--- config.mk ---
export PLATFORM = sky130hd
export DESIGN_NAME = tdm_demux8
export DESIGN_NICKNAME = d
export VERILOG_FILES = /design/src/rtl/tdm_pkg.sv /design/src/rtl/tdm_slot_ctr.sv /design/src/rtl/tdm_demux8.sv
export SDC_FILE = /design/constraint.sdc
export NUM_CORES = 1
export LEC_CHECK = 0
export BUFFER_PORTS_ARGS = -buffer_cell sky130_fd_sc_hd__clkbuf_2
export CORE_UTILIZATION = 52
export CTS_CLUSTER_DIAMETER = 80
export DETAILED_ROUTE_END_ITERATION = 16
export GPL_ROUTABILITY_DRIVEN = 0
export GPL_TIMING_DRIVEN = 0
export HOLD_SLACK_MARGIN = 0.12
export PLACE_DENSITY = 0.76
export SETUP_SLACK_MARGIN = 0.02
export SYNTH_ARGS = -nofsm -noshare
export SYNTH_HDL_FRONTEND = slang
export SYNTH_SLANG_ARGS = --single-unit
--- constraint.sdc ---
create_clock -name clk -period 1.96 [get_ports clk]
set_input_delay 0.392 -clock clk [delete_from_list [all_inputs] [get_ports clk]]
set_output_delay 0.392 -clock clk [all_outputs]
set_load 0.01 [all_outputs]
--- src/rtl/tdm_pkg.sv ---
// Shared types and constants for the TDM demultiplexer and its slot counter.
package tdm_pkg;

    localparam int NCH    = 8;
    localparam int SLOT_W = 3;

    typedef enum logic {HUNT, LOCK} tdm_state_t;

    typedef logic [SLOT_W-1:0] slot_t;

endpackage

--- src/rtl/tdm_slot_ctr.sv ---
// Slot counter for 8-slot TDM framing; shared by the receive demux and the transmit framer.
// load0 marks the current sample as slot 0, so the next sample goes to slot 1.
module tdm_slot_ctr
    import tdm_pkg::*;
(
    input  logic  clk,
    input  logic  rst_n,
    input  logic  inc,
    input  logic  load0,
    output slot_t slot,
    output logic  wrap
);

    // NOTE: sequential state uses non-blocking assignments so every flop samples pre-edge values.
    always_ff @(posedge clk or negedge rst_n) begin
        if (!rst_n) begin
            slot <= '0;
        end else if (load0) begin
            slot <= slot_t'(1);
        end else if (inc) begin
            slot <= slot + slot_t'(1);
        end
    end

    assign wrap = inc & (slot == slot_t'(NCH - 1));

endmodule

--- src/rtl/tdm_demux8.sv ---
// 1:8 TDM demultiplexer: aligns on in_sync, gathers 8 slot samples, publishes them as one frame.
// Optional build macro TDM_DEMUX_SYNC_ERR_EN adds a misaligned-sync pulse and saturating counter.
module tdm_demux8
    import tdm_pkg::*;
#(
    parameter int W = 1
) (
    input  logic           clk,
    input  logic           rst_n,
    input  logic           in_valid,
    input  logic           in_sync,
    input  logic [W-1:0]   in_data,
    output logic [NCH*W-1:0] ch_data,
    output logic           frame_valid,
    output logic           locked,
    output slot_t          slot
`ifdef TDM_DEMUX_SYNC_ERR_EN
    ,
    output logic           sync_err,
    output logic [7:0]     sync_err_cnt
`endif
);

    tdm_state_t   state;
    logic         take_sync;
    logic         take_data;
    logic         wrap;
    logic         misalign;
    slot_t        wr_slot;

    // Slot 7 never lands in a shadow register; it goes straight into the published frame.
    logic [W-1:0] shadow [NCH-1];

    assign take_sync = in_valid & in_sync;
    assign take_data = in_valid & ~in_sync & (state == LOCK);
    assign misalign  = take_sync & (state == LOCK) & (slot != '0);
    assign wr_slot   = take_sync ? slot_t'(0) : slot;

    tdm_slot_ctr u_slot_ctr (
        .clk   (clk),
        .rst_n (rst_n),
        .inc   (take_data),
        .load0 (take_sync),
        .slot  (slot),
        .wrap  (wrap)
    );

    always_ff @(posedge clk or negedge rst_n) begin
        if (!rst_n) begin
            state  <= HUNT;
            locked <= 1'b0;
        end else begin
            case (state)
                HUNT: begin
                    if (take_sync) begin
                        state  <= LOCK;
                        locked <= 1'b1;
                    end
                end
                LOCK: begin
                    state  <= LOCK;
                    locked <= 1'b1;
                end
                default: begin
                    state  <= HUNT;
                    locked <= 1'b0;
                end
            endcase
        end
    end

    // NOTE: the shadow array is small and must read as zero after reset, so it is reset like any flop.
    always_ff @(posedge clk or negedge rst_n) begin
        if (!rst_n) begin
            for (int k = 0; k < NCH - 1; k++) begin
                shadow[k] <= '0;
            end
        end else if ((take_sync || take_data) && !wrap) begin
            shadow[wr_slot] <= in_data;
        end
    end

    always_ff @(posedge clk or negedge rst_n) begin
        if (!rst_n) begin
            ch_data     <= '0;
            frame_valid <= 1'b0;
        end else begin
            frame_valid <= wrap;
            if (wrap) begin
                for (int k = 0; k < NCH - 1; k++) begin
                    ch_data[k*W +: W] <= shadow[k];
                end
                ch_data[(NCH-1)*W +: W] <= in_data;
            end
        end
    end

`ifdef TDM_DEMUX_SYNC_ERR_EN
    always_ff @(posedge clk or negedge rst_n) begin
        if (!rst_n) begin
            sync_err     <= 1'b0;
            sync_err_cnt <= '0;
        end else begin
            sync_err <= misalign;
            if (misalign && (sync_err_cnt != 8'hFF)) begin
                sync_err_cnt <= sync_err_cnt + 8'd1;
            end
        end
    end
`else
    logic unused_misalign;
    assign unused_misalign = misalign;
`endif

endmodule
# Word-level counts from Yosys, hierarchy flattened

Cells that the tools add are included.

Flip-flop bits (word level): 21
Output and inout port bits: 13

$add $sub $neg: 1
Order comparisons: 2
Equality and inequality tests: 2
Multiplexer cells: 10
Bitwise operators: 7
Reductions and logical operators: 5

Operators by type and width:

| cell                  | number |
|---|---|
| $mux W3               | 3 |
| $bwmux W7             | 1 |
| $and A1 B1 Y1         | 4 |
| $ge A4 B4 Y1 const B  | 1 |
| $lt A4 B1 Y1 const B  | 1 |
| $not A3 Y4            | 1 |
| $pmux W1 S2           | 2 |
| $add A3 B1 Y3 const B | 1 |
| $demux W1 S3          | 1 |
| $eq A3 B3 Y1 const B  | 1 |
| $mux W1               | 3 |
| $logic_and A1 B1 Y1   | 2 |
| $ne A2 B2 Y1 const B  | 1 |
| $not A1 Y1            | 2 |
| $reduce_bool A2 Y1    | 1 |
| $logic_not A1 Y1      | 1 |
| $logic_or A1 B1 Y1    | 1 |

# Logic depth before layout (Yosys ltp)

Depth in word-level cells: 8
Mapped depth: 5
Gate-level depth less buffers: 5

# Modules after synthesis

From an unflattened synthesis, not the netlist that was laid out.

Cell total of the unflattened synthesis: 67
Area, all modules: 914.6 sq um

By module, submodules not included:

| module       | times used | cells each | area each (sq um) | seq. area each (sq um) |
|---|---|---|---|---|
| tdm_demux8   | 1          | 55         | 764.5             | 450.4 |
| tdm_slot_ctr | 1          | 12         | 150.1             | 75.1 |

# Worst setup path after synthesis

No wires, ideal clock.

Path kind: reg-to-reg
Start point: reg u_slot_ctr.slot[0]
End point: reg shadow[0] (netlist name)
Data arrival time: 1.638 ns
Data required time: 1.833 ns
Path slack: 0.194 ns
Cell stages (with the launch flop): 6
Path buffers: 0
Clock period less this slack: 1.766 ns
Cells stage by stage: dfrtp_1 > ha_1 > ha_1 > nor3b_2 > nand4_1 > mux2_1

Cells in the longest elaborated chain, start to end: 7
Elaborated cells on any way between the ends: 12

Ends and longest elaborated chain:

| element                                                                   | line               | source |
|---|---|---|
| start: declaration                                                        | tdm_slot_ctr.sv:10 | `output slot_t slot,` |
| start signal: assignment                                                  | tdm_slot_ctr.sv:19 | `slot <= slot_t'(1);` |
| start signal: assignment                                                  | tdm_slot_ctr.sv:21 | `slot <= slot + slot_t'(1);` |
| $mux W3                                                                   | tdm_demux8.sv:37   | `assign wr_slot = take_sync ? slot_t'(0) : slot;` |
| $not A3 Y4 (not written as such)                                          | tdm_demux8.sv:79   | `shadow[wr_slot] <= in_data;` |
| $ge A4 B4 Y1 (not written as such) / $lt A4 B1 Y1 (equally long branches) | tdm_demux8.sv:79   |  |
| $logic_and A1 B1 Y1 (not written as such)                                 | tdm_demux8.sv:79   |  |
| $mux W1 (not written as such)                                             | tdm_demux8.sv:79   |  |
| $demux W1 S3                                                              | tdm_demux8.sv:79   |  |
| $bwmux W7                                                                 | tdm_demux8.sv:79   |  |
| end signal: indexed assignment                                            | tdm_demux8.sv:79   |  |
| end: declaration                                                          | tdm_demux8.sv:32   | `logic [W-1:0] shadow [NCH-1];` |

Parallel ways exist; a longest one is shown, timed or not.
A chain may end at the register's enable or synchronous reset.

# Worst setup path after layout

Start point: reg u_slot_ctr.slot[1]
End point: reg shadow[2] (netlist name)

Same word-level chain as after synthesis.

==> impl_metrics.json <==
{
  "status": "finished, final reports clean",
  "min_period_over_period_pct": 90.3,
  "yosysUniqueCellTypes": 24,
  "coreArea_um2": 1730,
  "die_x_um": 44.9,
  "syn_nets": 74,
  "grt_pass1_wl_mm": 2.57,
  "layout-drive-gt1-share_pct": 47.3,
  "end_kind": "flop",
  "drv_cap": 0,
  "wl_mm": 1.48,
  "power.density_nw_per_um2": 955,
  "hp-class": "primary input to flop",
  "vias": 602,
  "final_util_pct": 65.7,
  "htreeDepth": 1,
  "clk_latency_ns": 0.31,
  "antenna_found_initial": 0,
  "grt_usage_pct": 18.9,
  "grt_pass1_vias": 558,
  "syn_area_um2": 956,
  "min_period_ns": 1.77,
  "instances_no_fill": 116,
  "total_leakage_power_nw": 0.543,
  "worst-r2r-setup-slack_ns": 0.19,
  "drt-pass1-iter-count": 2,
  "slew_violations": 0,
  "avgSynthCellArea_um2": 14.3,
  "clock_sinks": 21,
  "route.detailed.drc": 0,
  "setup_tns_ns": 0,
  "finalSetupViolCount": 0,
  "syn_to_final_growth_pct": 18.7,
  "worstSetupStartpointType": "flop",
  "n_antenna_cell": 0,
  "nFillCells": 148,
  "numPortBuffers": 17,
  "fin_nets": 99,
  "wl_per_cell_um": 12.8,
  "yosysWarnings": 0,
  "die_area_um2": 2010,
  "first_iter_violations": 7,
  "multi_input_area_um2": 409,
  "clk_pin_slew_ns": 0.12,
  "fmax_mhz": 565,
  "seq_area_frac_synth_pct": 55.0,
  "crit_fanout": 8,
  "worst_slew_pin_slew_ns": 0.496,
  "clock_path_buffers": 2,
  "cts-root-buf": "clkbuf_4",
  "initial_core_util_pct": 55.4,
  "dp.cells": 109,
  "synth-seq-cells": 21,
  "regArea_um2": 528,
  "drtAntennaViolNets": 0,
  "crit_required_ns": 2.15,
  "skew_ns": 0.0109,
  "grt_max_degree": 22,
  "critPathKind": "flop to flop",
  "hold_violations": 0,
  "cts_tree": "done",
  "ir_worst_vdd_mv": 0.517,
  "numCtsBuffers": 3,
  "relSlewSlack_pct": 66.9,
  "arrival_ns": 1.96,
  "dp_hpwl_mm": 1.04,
  "grt_setup_unrepaired": "no",
  "syn_inst": 67,
  "num_rows": 15,
  "die_h_um": 44.9,
  "io_pins": 18,
  "via_per_inst": 5.19,
  "grt.overflow.total": 0
}
==> cells by family (layout without fill, tap and decap cells) <==
group / count (synthesis) / in the layout / share of synthesized area, %
flops: 21 / 21 / 55.0
compound gates: 8 / 8 / 6.28
buf+inv: 5 / 29 / 3.14
simple gates: 16 / 16 / 15.3
fa+ha+maj: 2 / 2 / 2.62
mux: 15 / 15 / 17.7
==> worst max-delay path, stage by stage (launching register included) <==
cell and delay (ns):
dfrtp_2 0.49, ha_1 0.21, ha_2 0.22, nor3b_4 0.26, nand4_1 0.15, mux2_1 0.33
==> metrics by stage <==
stage          area, um2  total power [mW]  hold WS, ns  worst slack, ns
3_3_place_gp        1070             0.862        0.383            0.129
6_report            1130              1.08        0.379            0.191
2_1_floorplan        956             0.775       0.0964            0.194
5_1_grt             1130              1.16        0.390           0.0920
4_1_cts             1110              1.08        0.379           0.0548
3_5_place_dp        1070             0.877        0.385           0.0823
==> metal layers <==
layer  up-vias  track usage [%]  wire length [um]
met4         0             12.7                45
met3         5             3.60                51
li1        299                -                 -
met2        15             27.9               673
met5         -                0                 0
met1       283             25.3               709
==> layout make-up <==
cell class              count  share of cell area [%]
flip-flops and latches     21                    46.5
plain buffers               2                    1.65
well taps                  25                    2.76
repair buffers             20                    9.70
inverters                   3                   0.992
clock buffers               4                    2.32
multi-input cells          41                    36.1
==> cell usage after synthesis, drive strengths merged <==
master | count | area share, %
dfrtp | 21 | 55
mux2 | 15 | 18
nand3 | 4 | 3.4
inv | 3 | 1.2
nand4 | 3 | 2.0
nor4 | 3 | 2.6
o21a | 3 | 2.4
buf | 2 | 2.0
ha | 2 | 2.6
nor3b | 2 | 2.1
o22ai | 2 | 1.3
a21o | 1 | 0.79
a22oi | 1 | 0.79
and3 | 1 | 0.65
nand4b | 1 | 2.5
nor2b | 1 | 1.4
o22a | 1 | 1.0
or2 | 1 | 0.65
==> power breakdown <==
part           leakage [nW]  internal (mW)  total, mW  switching, mW
clock                0.0150         0.0794      0.206          0.127
combinational         0.264          0.145      0.269          0.124
sequential            0.264          0.541      0.608         0.0669
==> flip-flops by register name, indices dropped and copies added, names as in the netlist <==
name and cells:
ch_data 8, frame_valid 1, locked 1, shadow 7, state 1, u_slot_ctr.slot 3
==> worst paths after layout <==
| kind | start | end | depth (start not counted) |
|---|---|---|---|
| setup / recovery | u_slot_ctr.slot[1]$_DFFE_PN0P_ | shadow[2]$_DFFE_PN0P_ | 5 |
| hold / removal | in_sync | u_slot_ctr.slot[1]$_DFFE_PN0P_ | 2 |
| setup reg to reg | u_slot_ctr.slot[1]$_DFFE_PN0P_ | shadow[2]$_DFFE_PN0P_ | 5 |
| hold reg to reg | locked$_DFFE_PN0P_ | locked$_DFFE_PN0P_ | 1 |
| max in group asynchronous | rst_n | u_slot_ctr.slot[0]$_DFFE_PN0P_ | 2 |
| min in group asynchronous | rst_n | shadow[3]$_DFFE_PN0P_ | 2 |
==> what timing repair did <==
item	CTS	global route
hold endpoints to repair	21	0
gates resized for setup	0	4
buffers inserted	0	2
hold buffers	1	0
setup endpoints to repair	0	4
==> cells in the final DEF (no fill, tap or decap), drive strengths merged, types with 2 or more instances in the layout <==
master and count:
buf 4, nand4 3, mux2 15, nor4 3, clkbuf 21, ha 2, o21a 3, nand3 4
nor3b 2, o22ai 2, inv 3, dfrtp 21
(Power assumes the default switching activity.)
